$ cat src/rtl/trig_delay_pulse.sv
// Turns an accepted single-cycle trigger into a delayed pulse of programmable
// width, followed by a hold-off dead time, and counts accepted and missed triggers.
module trig_delay_pulse #(
  parameter int CNT_W  = 32,
  parameter int MISS_W = 16
) (
  input  logic              aclk,
  input  logic              aresetn,
  input  logic              enable,
  input  logic              trig,
  input  logic [CNT_W-1:0]  delay,
  input  logic [CNT_W-1:0]  width,
  input  logic [CNT_W-1:0]  holdoff,
  input  logic              clear,
  output logic              pulse_out,
  output logic              busy,
  output logic [31:0]       trig_count,
  output logic [MISS_W-1:0] miss_count,
  output logic [1:0]        state_dbg
);

  typedef enum logic [1:0] {
    S_IDLE    = 2'd0,
    S_DELAY   = 2'd1,
    S_PULSE   = 2'd2,
    S_HOLDOFF = 2'd3
  } state_t;

  state_t            state_q, state_d;
  logic [CNT_W-1:0]  cnt_q, cnt_d;
  logic [CNT_W-1:0]  width_sh_q, width_sh_d;
  logic [CNT_W-1:0]  hold_sh_q, hold_sh_d;
  logic              pulse_q, pulse_d;
  logic              busy_q, busy_d;
  logic [31:0]       trig_cnt_q, trig_cnt_d;
  logic [MISS_W-1:0] miss_cnt_q, miss_cnt_d;

  logic             accept;
  logic             miss;
  logic [CNT_W-1:0] width_norm;

  // Handshake: trig is a one-cycle strobe with no back-pressure. It is taken
  // only when the FSM is idle and the registered busy has dropped; any other
  // enabled trig is rejected and counted as a miss.
  assign accept     = trig && enable && (state_q == S_IDLE) && !busy_q;
  assign miss       = trig && enable && !accept;
  assign width_norm = (width == '0) ? CNT_W'(1) : width;

  always_comb begin
    state_d    = state_q;
    cnt_d      = cnt_q;
    width_sh_d = width_sh_q;
    hold_sh_d  = hold_sh_q;

    case (state_q)
      S_IDLE: begin
        if (accept) begin
          width_sh_d = width_norm;
          hold_sh_d  = holdoff;
          if (delay != '0) begin
            state_d = S_DELAY;
            cnt_d   = delay - CNT_W'(1);
          end else begin
            state_d = S_PULSE;
            cnt_d   = width_norm - CNT_W'(1);
          end
        end
      end
      S_DELAY: begin
        if (cnt_q == '0) begin
          state_d = S_PULSE;
          cnt_d   = width_sh_q - CNT_W'(1);
        end else begin
          cnt_d = cnt_q - CNT_W'(1);
        end
      end
      S_PULSE: begin
        if (cnt_q == '0) begin
          if (hold_sh_q != '0) begin
            state_d = S_HOLDOFF;
            cnt_d   = hold_sh_q - CNT_W'(1);
          end else begin
            state_d = S_IDLE;
          end
        end else begin
          cnt_d = cnt_q - CNT_W'(1);
        end
      end
      S_HOLDOFF: begin
        if (cnt_q == '0) state_d = S_IDLE;
        else             cnt_d   = cnt_q - CNT_W'(1);
      end
      default: state_d = S_IDLE;
    endcase

    if (!enable && (state_q != S_IDLE)) begin
      state_d = S_IDLE;
      cnt_d   = '0;
    end

    // Outputs trail the FSM by one edge, so busy also covers the edge on
    // which the FSM returns to idle.
    pulse_d = enable && (state_q == S_PULSE);
    busy_d  = enable && (state_q != S_IDLE);

    if (clear)       trig_cnt_d = '0;
    else if (accept) trig_cnt_d = trig_cnt_q + 32'd1;
    else             trig_cnt_d = trig_cnt_q;

    if (clear)                           miss_cnt_d = '0;
    else if (miss && (miss_cnt_q != '1)) miss_cnt_d = miss_cnt_q + MISS_W'(1);
    else                                 miss_cnt_d = miss_cnt_q;
  end

  always_ff @(posedge aclk or negedge aresetn) begin
    if (!aresetn) begin
      state_q    <= S_IDLE;
      cnt_q      <= '0;
      width_sh_q <= '0;
      hold_sh_q  <= '0;
      pulse_q    <= 1'b0;
      busy_q     <= 1'b0;
      trig_cnt_q <= '0;
      miss_cnt_q <= '0;
    end else begin
      state_q    <= state_d;
      cnt_q      <= cnt_d;
      width_sh_q <= width_sh_d;
      hold_sh_q  <= hold_sh_d;
      pulse_q    <= pulse_d;
      busy_q     <= busy_d;
      trig_cnt_q <= trig_cnt_d;
      miss_cnt_q <= miss_cnt_d;
    end
  end

  assign pulse_out  = pulse_q;
  assign busy       = busy_q;
  assign trig_count = trig_cnt_q;
  assign miss_count = miss_cnt_q;
  assign state_dbg  = state_q;

endmodule

$ cat config.mk
export PLATFORM = sky130hd
export DESIGN_NAME = trig_delay_pulse
export DESIGN_NICKNAME = d
export VERILOG_FILES = /design/src/rtl/trig_delay_pulse.sv
export SDC_FILE = /design/constraint.sdc
export NUM_CORES = 1
export LEC_CHECK = 0
export BUFFER_PORTS_ARGS = -buffer_cell sky130_fd_sc_hd__buf_2
export CORE_MARGIN = 5
export CORE_UTILIZATION = 58
export DETAILED_ROUTE_END_ITERATION = 10
export PLACE_DENSITY = 0.82
export SYNTH_ARGS = -nofsm -noshare
export SYNTH_HDL_FRONTEND = slang
export SYNTH_SLANG_ARGS = --single-unit
$ cat constraint.sdc
create_clock -name aclk -period 3.35 [get_ports aclk]
set_input_delay 0.67 -clock aclk [delete_from_list [all_inputs] [get_ports aclk]]
set_output_delay 0.67 -clock aclk [all_outputs]
set_load 0.01 [all_outputs]
==> results.md <==
- H-tree depth: 4
- Die area: 20400 um^2
- Clk Latency, worst-skew pair: 440 ps
- Starting DRC count in detailed routing: 1164
- Total number of vias: 11.6k
- Number of endpoints failing setup at the final stage: 6
- Tightest Pin Transition: 861 ps
- Final critical-path setup slack: -129 ps
- Post-synthesis register bit count: 148
- Critical path buffer and inverter count: 1
- Placement Rows: 48
- Total Power Consumption: 5.91 mW
- Global-route usage over all layers: 35.5%
- Most used DFF post-synth: sky130_fd_sc_hd__dfrtp_1
- Layout Cell Area excl Fill: 13200 um^2
- Routed length per placed instance: 19.9 um
- Hold-fix buffers, CTS: 0
- Average vias per placed instance: 6.32
- Cell with the biggest individual delay on the critical path: sky130_fd_sc_hd__or4b_1
- Crit Path Max Fanout: 4
- Number of max-capacitance violations reported: 0
- Ordered list of cells on the worst path: buf_2 > nor4_1 > nand4_1 > o21bai_4 > a21oi_2 > ha_2 > or3b_4 > or4_4 > a2111o_1 > or4b_1 > or3b_1 > nand4_1 > a32o_1
- Mux share of post-synthesis cell area: 0.319%
- Sequential share of the synthesized area: 36.3%
- GP Congestion: 0.976
- Mapped cell area: 10200 um^2
- Total core area: 17300 um^2
- Routed wire length: 36.4 mm
- Fraction of synthesized cell area in xor and xnor cells: 11.3%
- Final number of max-transition violations: 0
- Portion of total power attributed to the clock network: 33.6%
- Status: finished, violations left
- Y dimension of the die: 143 um
- Cell area reported after detailed placement: 12300 um^2
- Post-Syn Instances: 1317
- Die Span X: 143 um
- Combinational family with the most area after synthesis: simple AND/OR/NAND/NOR gates
- Fraction of synthesized cell area taken by the top area cell type: 36.3%
- Area fraction in compound gates after synthesis: 16.8%
- Number of clock sinks seen by CTS: 148
- Unrepaired setup endpoints after global routing: yes
- CP Launch Type: primary input
- Diodes inserted: 0
- Pin count of the biggest net entering global routing: 86
- Post-route minimum period: 3480 ps
- Number of flops mapped to enable cells by yosys: 0
- Cell family contributing the most delay on the critical path: simple AND/OR/NAND/NOR gates
- Proportion of layout cells with a drive suffix above 1: 26.0%
- Distinct cell type count of the synthesized netlist: 68
- Biggest area contributors in the synthesized netlist: sky130_fd_sc_hd__dfrtp_1 36%, sky130_fd_sc_hd__nand2_1 9.9%, sky130_fd_sc_hd__xnor2_1 5.7%, sky130_fd_sc_hd__xor2_1 5.7%, sky130_fd_sc_hd__nor2_1 4.9%
- TritonCTS clock tree: yes
- Most numerous cell on the critical path: sky130_fd_sc_hd__nand4_1
- Combinational share of power: 26.0%
- Required @ worst endpoint: 3720 ps
- Slew headroom: 42.6%
- Layout Area Growth over Synthesis: 29.6%
- Post-route DRC violation count: 0
- Antenna violation net count after detailed routing: 0
- Post-DP HPWL: 26.3 mm
- Static Leakage: 5.90 nW
- Share of power burned in registers: 40.4%
- Switching Fraction: 35.0%
- Worst Path Class, Setup: primary input to register
- Top cell type by total area after synthesis: sky130_fd_sc_hd__dfrtp_1
- Share of the core filled with cells in the final layout: 76.5%
- Post-synth ARST share: 100%
- Post-Synthesis Net Count: 1426
- Areal power density over the cells: 446 nW/um^2
- Number of buffers added by the clock tree synthesis step: 17
- Clock slew at the register clock pins of the worst setup and hold paths: 60 ps
- Global-route wire length before repair: 57.3 mm
- Element type at the critical path end: register
- Initial antenna violation count: 0
- Worst hold path class: primary input to asynchronous set/reset pin
- Hold violation count in the final report: 0
- Arrival time at the worst endpoint: 3850 ps
- Clock root buffer: sky130_fd_sc_hd__clkbuf_16
- CP peak stage delay: 490 ps
- Effective utilization at floorplan: 59.0%
- Sw power: 2.07 mW
- Post-layout nets: 1702
- Failing checks: setup timing
- Highest clock frequency the design can meet: 0.287 GHz
- List of most frequent post-synthesis cells: 270 x sky130_fd_sc_hd__nand2_1, 148 x sky130_fd_sc_hd__dfrtp_1, 134 x sky130_fd_sc_hd__nor2_1
- Int Power: 3.84 mW
- Num ports: 153
- Library cell with the highest instance count after synthesis: sky130_fd_sc_hd__nand2_1
- Syn_area_per_cell: 7.75 um^2
- Post-Synth Simple-Gate Area: 31.1%
- Number of global-route vias before repair: 11.1k
- Buffers from clock root to sink, at most: 2
- Remaining global-route overflow: 0
- Fin Clk Skew: 8.44 ps
- Share of synthesized cell area in full adder, half adder and majority cells: 0.980%
- Router iterations before antenna repair: 5
- Final worst path period share: 104%
- Input/output buffers: 152
- Worst vdd rail ir drop: 0.429 mV
- Number of warnings issued by yosys: 0
## per-layer routing
layer / up-vias / GRT usage (%) / share of wire [%]
met5: - / 0 / 0
met4: 0 / 18.9 / 6.2
met3: 143 / 7.13 / 8.0
met2: 655 / 58.3 / 47
met1: 5517 / 44.1 / 39
li1: 5266 / - / -
## logic make-up after synthesis
kind of cell / Yosys count
AND/OR/NAND/NOR: 675
XOR/XNOR: 132
multiplexers: 3
adder cells (fa/ha/maj): 8
AO/OA/AOI/OAI: 265
buffers and inverters: 86
flip-flops: 148
## through the flow
step                setup WS (ps)  setup TNS (ps)  hold WS, ps  instances
floorplan                    -605           -4460          374       1317
global placement             -618           -9140          492       1787
detailed placement           -732          -11150          510       1787
CTS                         -79.4            -342          346       1825
global route                 -202           -1280          363       1831
finish                       -129            -377          300       1831
## area by class of cell
cell class,instances,area (um^2)
Fill cell,1297,4060
Clock inverter,14,165
Sequential cell,148,3700
Inverter,16,60.1
Timing Repair Buffer,327,2190
Tap cell,225,282
Multi-Input combinational cell,1083,6400
Clock buffer,18,429
## cell usage in the layout, fill, tap and decap left out, types with 11 or more instances in the layout
| cell | count |
|---|---|
| sky130_fd_sc_hd__a21oi_1 | 62 |
| sky130_fd_sc_hd__dfrtp_1 | 148 |
| sky130_fd_sc_hd__nand3_1 | 31 |
| sky130_fd_sc_hd__buf_4 | 174 |
| sky130_fd_sc_hd__or3_1 | 28 |
| sky130_fd_sc_hd__o31ai_1 | 14 |
| sky130_fd_sc_hd__xor2_1 | 64 |
| sky130_fd_sc_hd__xnor2_1 | 66 |
| sky130_fd_sc_hd__buf_6 | 18 |
| sky130_fd_sc_hd__buf_2 | 134 |
| sky130_fd_sc_hd__inv_1 | 15 |
| sky130_fd_sc_hd__clkbuf_16 | 17 |
| sky130_fd_sc_hd__nor2_1 | 133 |
| sky130_fd_sc_hd__or4_1 | 17 |
| sky130_fd_sc_hd__nand2_1 | 269 |
| sky130_fd_sc_hd__a32o_1 | 11 |
| sky130_fd_sc_hd__nor4_1 | 40 |
| sky130_fd_sc_hd__o21ai_0 | 68 |
| sky130_fd_sc_hd__o22ai_1 | 14 |
| sky130_fd_sc_hd__nand4_1 | 23 |
| sky130_fd_sc_hd__nor3_1 | 57 |
## state kept, by name (all words and copies together) (netlist names)
signal	cells
pulse_out	1
cnt_q	32
trig_count	32
busy	1
state_dbg	2
width_sh_q	32
hold_sh_q	32
miss_count	16
## final timing paths
kind	from	end	slack, ps	cells past startpoint
worst max-delay path	width[31]	cnt_q[28]	-130	13
worst min-delay path	aresetn	width_sh_q[24]	300	1
worst max register to register	width_sh_q[0]	cnt_q[28]	120	10
worst min register to register	hold_sh_q[8]	hold_sh_q[8]	520	2
max in group asynchronous	aresetn	cnt_q[7]	2180	2
min in group aclk	holdoff[2]	hold_sh_q[2]	420	3
## power groups by stage
stage / Clock [mW] / Sequential (mW) / Combinational (mW)
3_3_place_gp: 0 / 2.39 / 1.42
3_5_place_dp: 0 / 2.40 / 1.45
4_1_cts: 1.98 / 2.37 / 1.49
6_report: 1.98 / 2.39 / 1.54
5_1_grt: 2.07 / 2.42 / 1.68
2_1_floorplan: 0 / 2.31 / 0.925
## timing repair
item	4_1_cts	5_1_grt
hold endpoints to repair	0	0
resized for setup	34	27
pin swaps	5	25
gates cloned	0	0
setup endpoints to repair	13	20
setup buffers	7	7
## worst reg2reg max path, stage by stage (launching register included)
cell                       delay [ps]
sky130_fd_sc_hd__dfrtp_1          390
sky130_fd_sc_hd__inv_1             80
sky130_fd_sc_hd__ha_1             210
sky130_fd_sc_hd__or4b_2           670
sky130_fd_sc_hd__or3_4            480
sky130_fd_sc_hd__nor3b_1          350
sky130_fd_sc_hd__nand2_1          130
sky130_fd_sc_hd__xnor2_1          170
sky130_fd_sc_hd__a22oi_1          160
sky130_fd_sc_hd__o211ai_1         170
sky130_fd_sc_hd__a32o_1           310
Note: power is estimated with default switching activity, not from simulation.
